==> src/rtl/irq_event_queue.sv <==
// Interrupt aggregator: per-source pending slots, fixed-priority arbiter, DEPTH-entry FIFO.
// Optional saturating drop counter is built when IRQQ_DROP_COUNT_EN is defined.
module irq_event_queue #(
  parameter int NUM_SRC = 2,
  parameter int DATA_W  = 32,
  parameter int DEPTH   = 4,
  localparam int SRC_W  = (NUM_SRC > 1) ? $clog2(NUM_SRC) : 1
) (
  input  logic                      sys_clk,
  input  logic                      rst_n,
  input  logic [NUM_SRC-1:0]        src_valid,
  input  logic [NUM_SRC*DATA_W-1:0] src_data,
  output logic                      irq,
  output logic [DATA_W-1:0]         irq_data,
  output logic [SRC_W-1:0]          irq_src,
  input  logic                      irq_ack,
  input  logic                      ovf_clr,
  output logic [NUM_SRC-1:0]        ovf,
  output logic [7:0]                drop_cnt
);

  localparam int AW = (DEPTH > 1) ? $clog2(DEPTH) : 1;
  localparam int CW = AW + 1;
  localparam int EW = SRC_W + DATA_W;

  logic [NUM_SRC-1:0] r_pend;
  logic [DATA_W-1:0]  r_pend_data [NUM_SRC];
  logic [EW-1:0]      r_mem [DEPTH];
  logic [AW-1:0]      r_wptr;
  logic [AW-1:0]      r_rptr;
  logic [CW-1:0]      r_count;
  logic [NUM_SRC-1:0] r_ovf;

  logic [SRC_W-1:0]   w_sel;
  logic [DATA_W-1:0]  w_sel_data;
  logic               w_any;
  logic [NUM_SRC-1:0] w_lowest;
  logic [NUM_SRC-1:0] w_drain;
  logic [NUM_SRC-1:0] w_drop;
  logic [NUM_SRC-1:0] w_load;
  logic               w_pop;
  logic               w_push;
  logic               w_can_accept;
  logic [EW-1:0]      w_head;

  // irq is a level valid for the head entry; irq_ack pops it only while irq is high,
  // and an ack seen while the queue is empty has no effect.
  assign w_pop        = irq_ack && (r_count != '0);
  assign w_can_accept = (r_count != CW'(DEPTH)) || w_pop;

  always_comb begin
    w_sel      = '0;
    w_sel_data = '0;
    w_any      = 1'b0;
    for (int i = NUM_SRC - 1; i >= 0; i--) begin
      if (r_pend[i]) begin
        w_sel      = SRC_W'(i);
        w_sel_data = r_pend_data[i];
        w_any      = 1'b1;
      end
    end
  end

  assign w_lowest = r_pend & (~r_pend + NUM_SRC'(1));
  assign w_push   = w_any && w_can_accept;
  assign w_drain  = w_push ? w_lowest : '0;
  // A slot being drained this cycle can take a new event without loss.
  assign w_drop   = src_valid & r_pend & ~w_drain;
  assign w_load   = src_valid & ~w_drop;

  always_ff @(posedge sys_clk or negedge rst_n) begin
    if (!rst_n) begin
      r_pend  <= '0;
      r_wptr  <= '0;
      r_rptr  <= '0;
      r_count <= '0;
      r_ovf   <= '0;
      for (int i = 0; i < NUM_SRC; i++) r_pend_data[i] <= '0;
    end else begin
      for (int i = 0; i < NUM_SRC; i++) begin
        if (w_load[i]) begin
          r_pend[i]      <= 1'b1;
          r_pend_data[i] <= src_data[i*DATA_W +: DATA_W];
        end else if (w_drain[i]) begin
          r_pend[i] <= 1'b0;
        end
        if (w_drop[i])    r_ovf[i] <= 1'b1;
        else if (ovf_clr) r_ovf[i] <= 1'b0;
      end
      if (w_push) r_wptr <= r_wptr + AW'(1);
      if (w_pop)  r_rptr <= r_rptr + AW'(1);
      case ({w_push, w_pop})
        2'b10:   r_count <= r_count + CW'(1);
        2'b01:   r_count <= r_count - CW'(1);
        default: r_count <= r_count;
      endcase
    end
  end

  always_ff @(posedge sys_clk) begin
    if (w_push) r_mem[r_wptr] <= {w_sel, w_sel_data};
  end

  assign w_head   = r_mem[r_rptr];
  assign irq      = (r_count != '0);
  assign irq_data = irq ? w_head[DATA_W-1:0] : '0;
  assign irq_src  = irq ? w_head[DATA_W +: SRC_W] : '0;
  assign ovf      = r_ovf;

`ifdef IRQQ_DROP_COUNT_EN
  logic [7:0] r_drop_cnt;
  logic [7:0] w_ndrop;
  logic [8:0] w_drop_sum;

  always_comb begin
    w_ndrop = '0;
    for (int i = 0; i < NUM_SRC; i++) w_ndrop = w_ndrop + 8'(w_drop[i]);
    w_drop_sum = {1'b0, (ovf_clr ? 8'd0 : r_drop_cnt)} + {1'b0, w_ndrop};
  end

  always_ff @(posedge sys_clk or negedge rst_n) begin
    if (!rst_n) r_drop_cnt <= '0;
    else        r_drop_cnt <= w_drop_sum[8] ? 8'hFF : w_drop_sum[7:0];
  end

  assign drop_cnt = r_drop_cnt;
`else
  assign drop_cnt = 8'd0;
`endif

endmodule

==> config.mk <==
export PLATFORM = sky130hd
export DESIGN_NAME = irq_event_queue
export DESIGN_NICKNAME = d
export VERILOG_FILES = /design/src/rtl/irq_event_queue.sv
export SDC_FILE = /design/constraint.sdc
export NUM_CORES = 1
export LEC_CHECK = 0
export CORE_MARGIN = 5
export CORE_UTILIZATION = 32
export CTS_CLUSTER_DIAMETER = 100
export DETAILED_ROUTE_END_ITERATION = 8
export GPL_TIMING_DRIVEN = 0
export PLACE_DENSITY = 0.59
export SETUP_SLACK_MARGIN = 0.02
export SLEW_MARGIN = 20
export SYNTH_ARGS = -nofsm -noshare
export SYNTH_HDL_FRONTEND = slang
export SYNTH_SLANG_ARGS = --single-unit
==> constraint.sdc <==
create_clock -name sys_clk -period 2.8 [get_ports sys_clk]
set_clock_uncertainty 0.05 [all_clocks]
set_input_delay 0.56 -clock sys_clk [delete_from_list [all_inputs] [get_ports sys_clk]]
set_output_delay 0.56 -clock sys_clk [all_outputs]
set_load 0.05 [all_outputs]
==> flow_summary.yaml, run 1 <==
global_route:
  grt_antenna_before_repair: 3
  grt_overflow: 0
  grt_pass1_vias: 5271
  grt_usage: 0.138
  grt_max_degree: 42
  grt_pass1_wl_um: 32300
setup_path:
  path_delay_family: "buffers and inverters"
  critPathKind: "reg2out"
  slowest_delay_ns: 0.53
  r2r_start: "r_count[1]"
  worstRegToRegCells: 8
  crit_end: "irq_data[29]"
  critical_path.max_fanout: 10
  cp.depth: 5
  required_ns: 2.19
  setup.worst_path.end_class: "primary output"
  r2r_end: "r_count[2]"
  path_cells: "buf_8 -> buf_8 -> mux4_2 -> and2_1 -> buf_2"
  startpoint: "r_rptr[0]"
  critPathBufInv: 3
  start_kind: "register"
  crit_path_frequent_cell: "buf_8"
  reg2reg_slack_ns: 0.11
  crit_path_top_delay_cell: "mux4_2"
  crit_arrival_ns: 2.10
synthesis:
  ys_types: 42
  synth_enable_flop_cells: 132
  synth_top_cells_by_count: "132 x edfxtp_1, 75 x dfrtp_1, 67 x nand2_1, 37 x and2_1, 33 x mux4_2"
  synth_area_leader_cell: "edfxtp_1"
  synth_area_per_cell_sq_um: 16.1
  ys_ff_latch: 207
  synth-async-reset-ratio: 0.362
  synthCells: 538
  syn_area_sq_um: 8650
  synth_area_leaders: "edfxtp_1 46%, dfrtp_1 22%, mux4_2 8.6%"
  ys_seq_area_frac: 0.675
  ys_warn_count: 0
  synth_ff_type: "edfxtp_1"
  synth_top_area_share: 0.458
  synth_most_common_cell: "edfxtp_1"
finish:
  nets: 754
  post_layout_nonfiller_instances: 1035
  antenna_cells: 0
  fillers: 2400
  drive_gt1_frac: 0.264
  area_growth_pct: 27.0
floorplanning:
  fp.dieW_um: 174
  die_area_sq_um: 30400
  die_h_um: 174
  num_io_pins: 114
  start_util: 0.323
  rows: 60
  core-area_sq_um: 26800
placement:
  gp_congestion: 0.741
  placed_cells: 994
  dp_hpwl_um: 14500
  port_buffers: 103
timing:
  max-slew-margin-rel: 0.461
  hold_violations: 0
  finalMaxSlewViolations: 0
  finalSetupViolCount: 0
  period_share: 0.969
  rsz0062_at_grt: "true"
  worstMarginPinSlew_ns: 0.808
  min_period_ns: 2.71
  fmax_ghz: 0.369
detailed_routing:
  via_count: 5098
  via_per_inst: 4.93
  first_pass_iters: 5
  drc: 0
  ant_nets: 0
  wl_um: 21300
  drtIter0Drc: 370
  wl_per_cell_um: 20.5
pwr:
  sequentialPowerShare: 0.359
  ir_drop_mv: 0.400
  p_sw_uw: 4860
  p_per_area_nw_per_um2: 1200
  pwr-share-comb: 0.406
  switching_share: 0.369
  power.leakage_uw: 0.00424
  internal_power_uw: 8300
  clkPwrFrac: 0.234
  finalPower_uw: 13200
run:
  max-cap-violations: 0
run_status:
  outcome: "complete, no violations"
hold_path:
  hp-class: "in2reg"
cts:
  numCtsBuffers: 23
  clkTransAtPathRegs_ns: 0.06
  cts-root-buf: "clkbuf_16"
  cts_tree: "yes"
  cts_buffer_depth: 3
  h-tree-depth: 1
  clock-sinks: 207
  clk_latency_ns: 0.50
==> flip-flops by register name, summed over array words and instances (netlist names) <==
register     count
ovf              2
r_count          3
r_mem          132
r_pend           2
r_pend_data     64
r_rptr           2
r_wptr           2
==> through the flow <==
step	setup TNS, ns	setup WS (ns)	util	hold slack [ns]	instance area, sq um
finish	0	0.0870	0.410	0.378	11000
global route	-0.00734	-0.00734	0.410	0.386	11000
CTS	0	0.0146	0.409	0.363	11000
detailed placement	-11.43	-0.463	0.382	0.448	10200
global placement	-212.57	-1.91	0.378	0.445	10100
floorplan	0	0.169	-	0.214	8670
==> cell type report <==
cell class                 instances  area [sq um]  share of cell area
timing repair buffer             111          1030              0.0934
clock buffer                      26           607              0.0552
sequential                       207          5840               0.532
inverter                           5          18.8             0.00171
clock inverter                    14           173              0.0157
tap                              341           427              0.0388
buffer                            45           313              0.0285
multi-input combinational        286          2580               0.235
==> cell families after synthesis <==
| kind of cell | Yosys count | share of synthesized area |
|---|---|---|
| xor+xnor | 3 | 0.00304 |
| buf+inv | 52 | 0.0302 |
| other cells | 1 | 0.000434 |
| flops | 207 | 0.675 |
| simple gates | 119 | 0.0680 |
| compound gates | 85 | 0.0728 |
| fa+ha+maj | 5 | 0.00810 |
| mux | 66 | 0.142 |
==> power groups by stage <==
stage          Sequential, uW  Combinational, uW  Clock, uW
6_report                 4730               5350       3080
5_1_grt                  4820               5710       3260
4_1_cts                  4740               5420       3140
3_5_place_dp             4800               5630          0
3_3_place_gp             4820               5470          0
2_1_floorplan            4720               3740          0
==> layer usage <==
layer  track usage  vias to the layer above  part of all wire
li1              -                     2306                 -
met4        0.0317                        6             0.021
met5             0                        -            0.0016
met1         0.187                     2592              0.43
met3        0.0320                       33             0.060
met2         0.227                      161              0.49
==> tightest hold or removal path, stage by stage <==
cell and delay (ns):
buf_2 0.17, nand2_2 0.09, xnor2_1 0.06
==> worst min-delay path by stage <==
stage | from | end | slack [ns] | cells after the start
after floorplan | rst_n | ovf[0] | 0.21 | 0
after CTS | irq_ack | r_rptr[1] | 0.36 | 3
after global routing | irq_ack | r_rptr[0] | 0.39 | 3
after global placement | r_pend_data[62] | r_pend_data[62] | 0.44 | 1
after detailed placement | r_pend_data[56] | r_pend_data[56] | 0.45 | 1
final | irq_ack | r_rptr[0] | 0.38 | 3
==> cell usage in the layout, fill, tap and decap left out, drive strengths merged, types with 2 or more instances in the layout <==
master         Yosys  routed
edfxtp           132     132
clkbuf            24      47
conb               1       8
o21a               2       2
dlygate4sd2        0       2
nand2             67      67
mux2              33      33
nor2               3       3
clkinvlp           0       2
xnor2              3       3
dfrtp             75      75
o22ai             32      32
a22o              31      31
or3                2       2
a211o              2       2
o31ai              2       2
clkinv             0       8
and2              37      37
bufinv             0       4
buf               23      63
nand3              2       2
o21ai              8       8
mux4              33      33
clkdlybuf4s50      0      68
nor3               2       2
a21oi              2       2
ha                 4       4
inv                5       5
==> repair_timing <==
item / in CTS / in global routing
endpoints found under the setup margin: 35 / 25
pin swaps: 0 / 1
hold endpoints to repair: 14 / 0
buffers inserted: 2 / 0
gates resized for setup: 183 / 19
hold buffers: 1 / 0
No activity file was read; power rests on OpenSTA's default activity.
==> inputs of run 2 (changes only) <==
--- a/config.mk
+++ b/config.mk
@@ -5,12 +5,13 @@
 export SDC_FILE = /design/constraint.sdc
 export NUM_CORES = 1
 export LEC_CHECK = 0
+export CAP_MARGIN = 20
 export CORE_MARGIN = 5
 export CORE_UTILIZATION = 32
 export CTS_CLUSTER_DIAMETER = 100
 export DETAILED_ROUTE_END_ITERATION = 8
 export GPL_TIMING_DRIVEN = 0
-export PLACE_DENSITY = 0.59
+export PLACE_DENSITY = 0.61
 export SETUP_SLACK_MARGIN = 0.02
 export SLEW_MARGIN = 20
 export SYNTH_ARGS = -nofsm -noshare
==> constraint.sdc (replaced) <==
create_clock -name sys_clk -period 2.4 [get_ports sys_clk]
set_clock_uncertainty 0.05 [all_clocks]
set_input_delay 0.48 -clock sys_clk [delete_from_list [all_inputs] [get_ports sys_clk]]
set_output_delay 0.48 -clock sys_clk [all_outputs]
set_load 0.05 [all_outputs]
==> run 2 against run 1 <==
  * The run now ends with setup timing left
  * Routed wire length is 0.19% higher
  * Worst setup slack worse by 0.30 ns
  * First-iteration DRC count is 6.2% lower
  * Design area grew 5.1%
  * Critical endpoint is now irq_data[27]
==> flow_summary.yaml, run 2 (synthesis gave the netlist of run 1 again) <==
run_status:
  outcome: "complete, but fails checks"
  violations: "setup timing"
floorplanning:
  rows: 60
  start_util: 0.323
  fp.dieW_um: 174
  die_h_um: 174
  num_io_pins: 114
  die_area_sq_um: 30400
  core-area_sq_um: 26800
setup_path:
  start_kind: "register"
  setup.worst_path.end_class: "primary output"
  startpoint: "r_rptr[0]"
  worstRegToRegCells: 7
  critPathKind: "reg2out"
  critical_path.max_fanout: 7
  crit_arrival_ns: 2.08
  r2r_start: "r_count[0]"
  required_ns: 1.87
detailed_routing:
  via_per_inst: 4.88
  via_count: 5102
  drtIter0Drc: 347
  first_pass_iters: 4
  ant_nets: 0
  wl_per_cell_um: 20.4
  wl_um: 21300
  drc: 0
global_route:
  grt_max_degree: 43
  grt_overflow: 0
  grt_usage: 0.140
  grt_pass1_wl_um: 32800
  grt_pass1_vias: 5342
  grt_antenna_before_repair: 2
timing:
  worstMarginPinSlew_ns: 0.864
  finalSetupViolCount: 33
  fmax_ghz: 0.383
  rsz0062_at_grt: "true"
  fin_ws_ns: -0.211
  min_period_ns: 2.61
  finalMaxSlewViolations: 0
  hold_violations: 0
  period_share: 1.09
  max-slew-margin-rel: 0.424
pwr:
  clkPwrFrac: 0.203
  sequentialPowerShare: 0.323
  p_per_area_nw_per_um2: 1480
  pwr-share-comb: 0.474
  ir_drop_mv: 0.530
  switching_share: 0.349
  finalPower_uw: 17100
  power.leakage_uw: 0.00449
  internal_power_uw: 11100
  p_sw_uw: 5970
finish:
  largest_register: "r_mem"
  drive_gt1_frac: 0.325
  nets: 763
  mostFrequentLayoutCell: "edfxtp_1"
  largest_reg_flops: 132
  top_regs: "r_mem (132), r_pend_data (64), r_count (3)"
  fillers: 2388
  final_cell_area_sq_um: 11500
  antenna_cells: 0
  layout_common_cells: "132 x edfxtp_1, 72 x dfrtp_1, 68 x clkdlybuf4s50_1"
  area_growth_pct: 33.5
cts:
  h-tree-depth: 1
  cts_tree: "yes"
  clock-sinks: 207
  numCtsBuffers: 22
  cts-root-buf: "clkbuf_16"
  cts_buffer_depth: 3
  clkTransAtPathRegs_ns: 0.06
  clk_latency_ns: 0.49
placement:
  dp_hpwl_um: 14300
  port_buffers: 103
  dp_slack_ns: -0.734
  gp_congestion: 0.783
  place_area_sq_um: 10300
hold_path:
  holdCritStartpoint: "irq_ack"
  hp-class: "in2reg"
  holdPathStages: 3
run:
  max-cap-violations: 0
run 2: final cells by class:
class,instances,area (sq um),area share
sequential,207,5840,0.506
multi-input combinational,286,2690,0.233
timing repair buffer,123,1500,0.130
clock buffer,32,629,0.0545
tap,341,427,0.0370
buffer,43,318,0.0275
clock inverter,8,119,0.0103
inverter,5,18.8,0.00163
run 2: routing by layer:
metal | vias to the layer above | GRT usage | share of wire
met5 | - | 0 | 0.0012
met2 | 147 | 0.227 | 0.48
met3 | 29 | 0.0257 | 0.053
met1 | 2593 | 0.199 | 0.45
met4 | 4 | 0.0261 | 0.015
li1 | 2329 | - | -
run 2: path summary, 6_finish.rpt:
path,to,slack (ns)
setup / recovery,irq_data[27],-0.21
hold / removal,r_rptr[0],0.30
setup reg to reg,r_count[2],0.11
hold reg to reg,r_pend_data[63],0.47
max in group asynchronous,r_rptr[1],1.26
min in group asynchronous,r_pend_data[46],0.43
run 2: per-stage QoR:
step | utilization | hold slack, ns | TNS (ns) | cells
after floorplan | - | 0.134 | 0 | 545
after global placement | 0.379 | 0.445 | -274.53 | 989
after detailed placement | 0.384 | 0.426 | -26.53 | 994
after CTS | 0.432 | 0.281 | -5.74 | 1047
after global routing | 0.431 | 0.303 | -5.85 | 1045
final | 0.431 | 0.302 | -3.55 | 1045
run 2: worst max-delay path, stage by stage, from the launching register on:
cell	delay, ns
dfrtp_1	0.37
buf_12	0.15
buf_12	0.12
buf_12	0.12
mux4_2	0.52
and2_4	0.16
buf_8	0.14
run 2: what timing repair did:
action | in CTS | in global routing
hold endpoints to repair | 33 | 0
setup buffers | 10 | 3
gates cloned | 3 | 0
resized for setup | 336 | 10
pin swaps | 26 | 10
hold buffers | 1 | 0
endpoints found under the setup margin | 36 | 77
run 2: power groups by stage:
stage	combinational, uW	sequential, uW	clock, uW
3_3_place_gp	6400	5630	0
4_1_cts	8270	5530	3550
2_1_floorplan	4380	5520	0
3_5_place_dp	6640	5610	0
5_1_grt	8540	5620	3710
6_report	8100	5520	3480
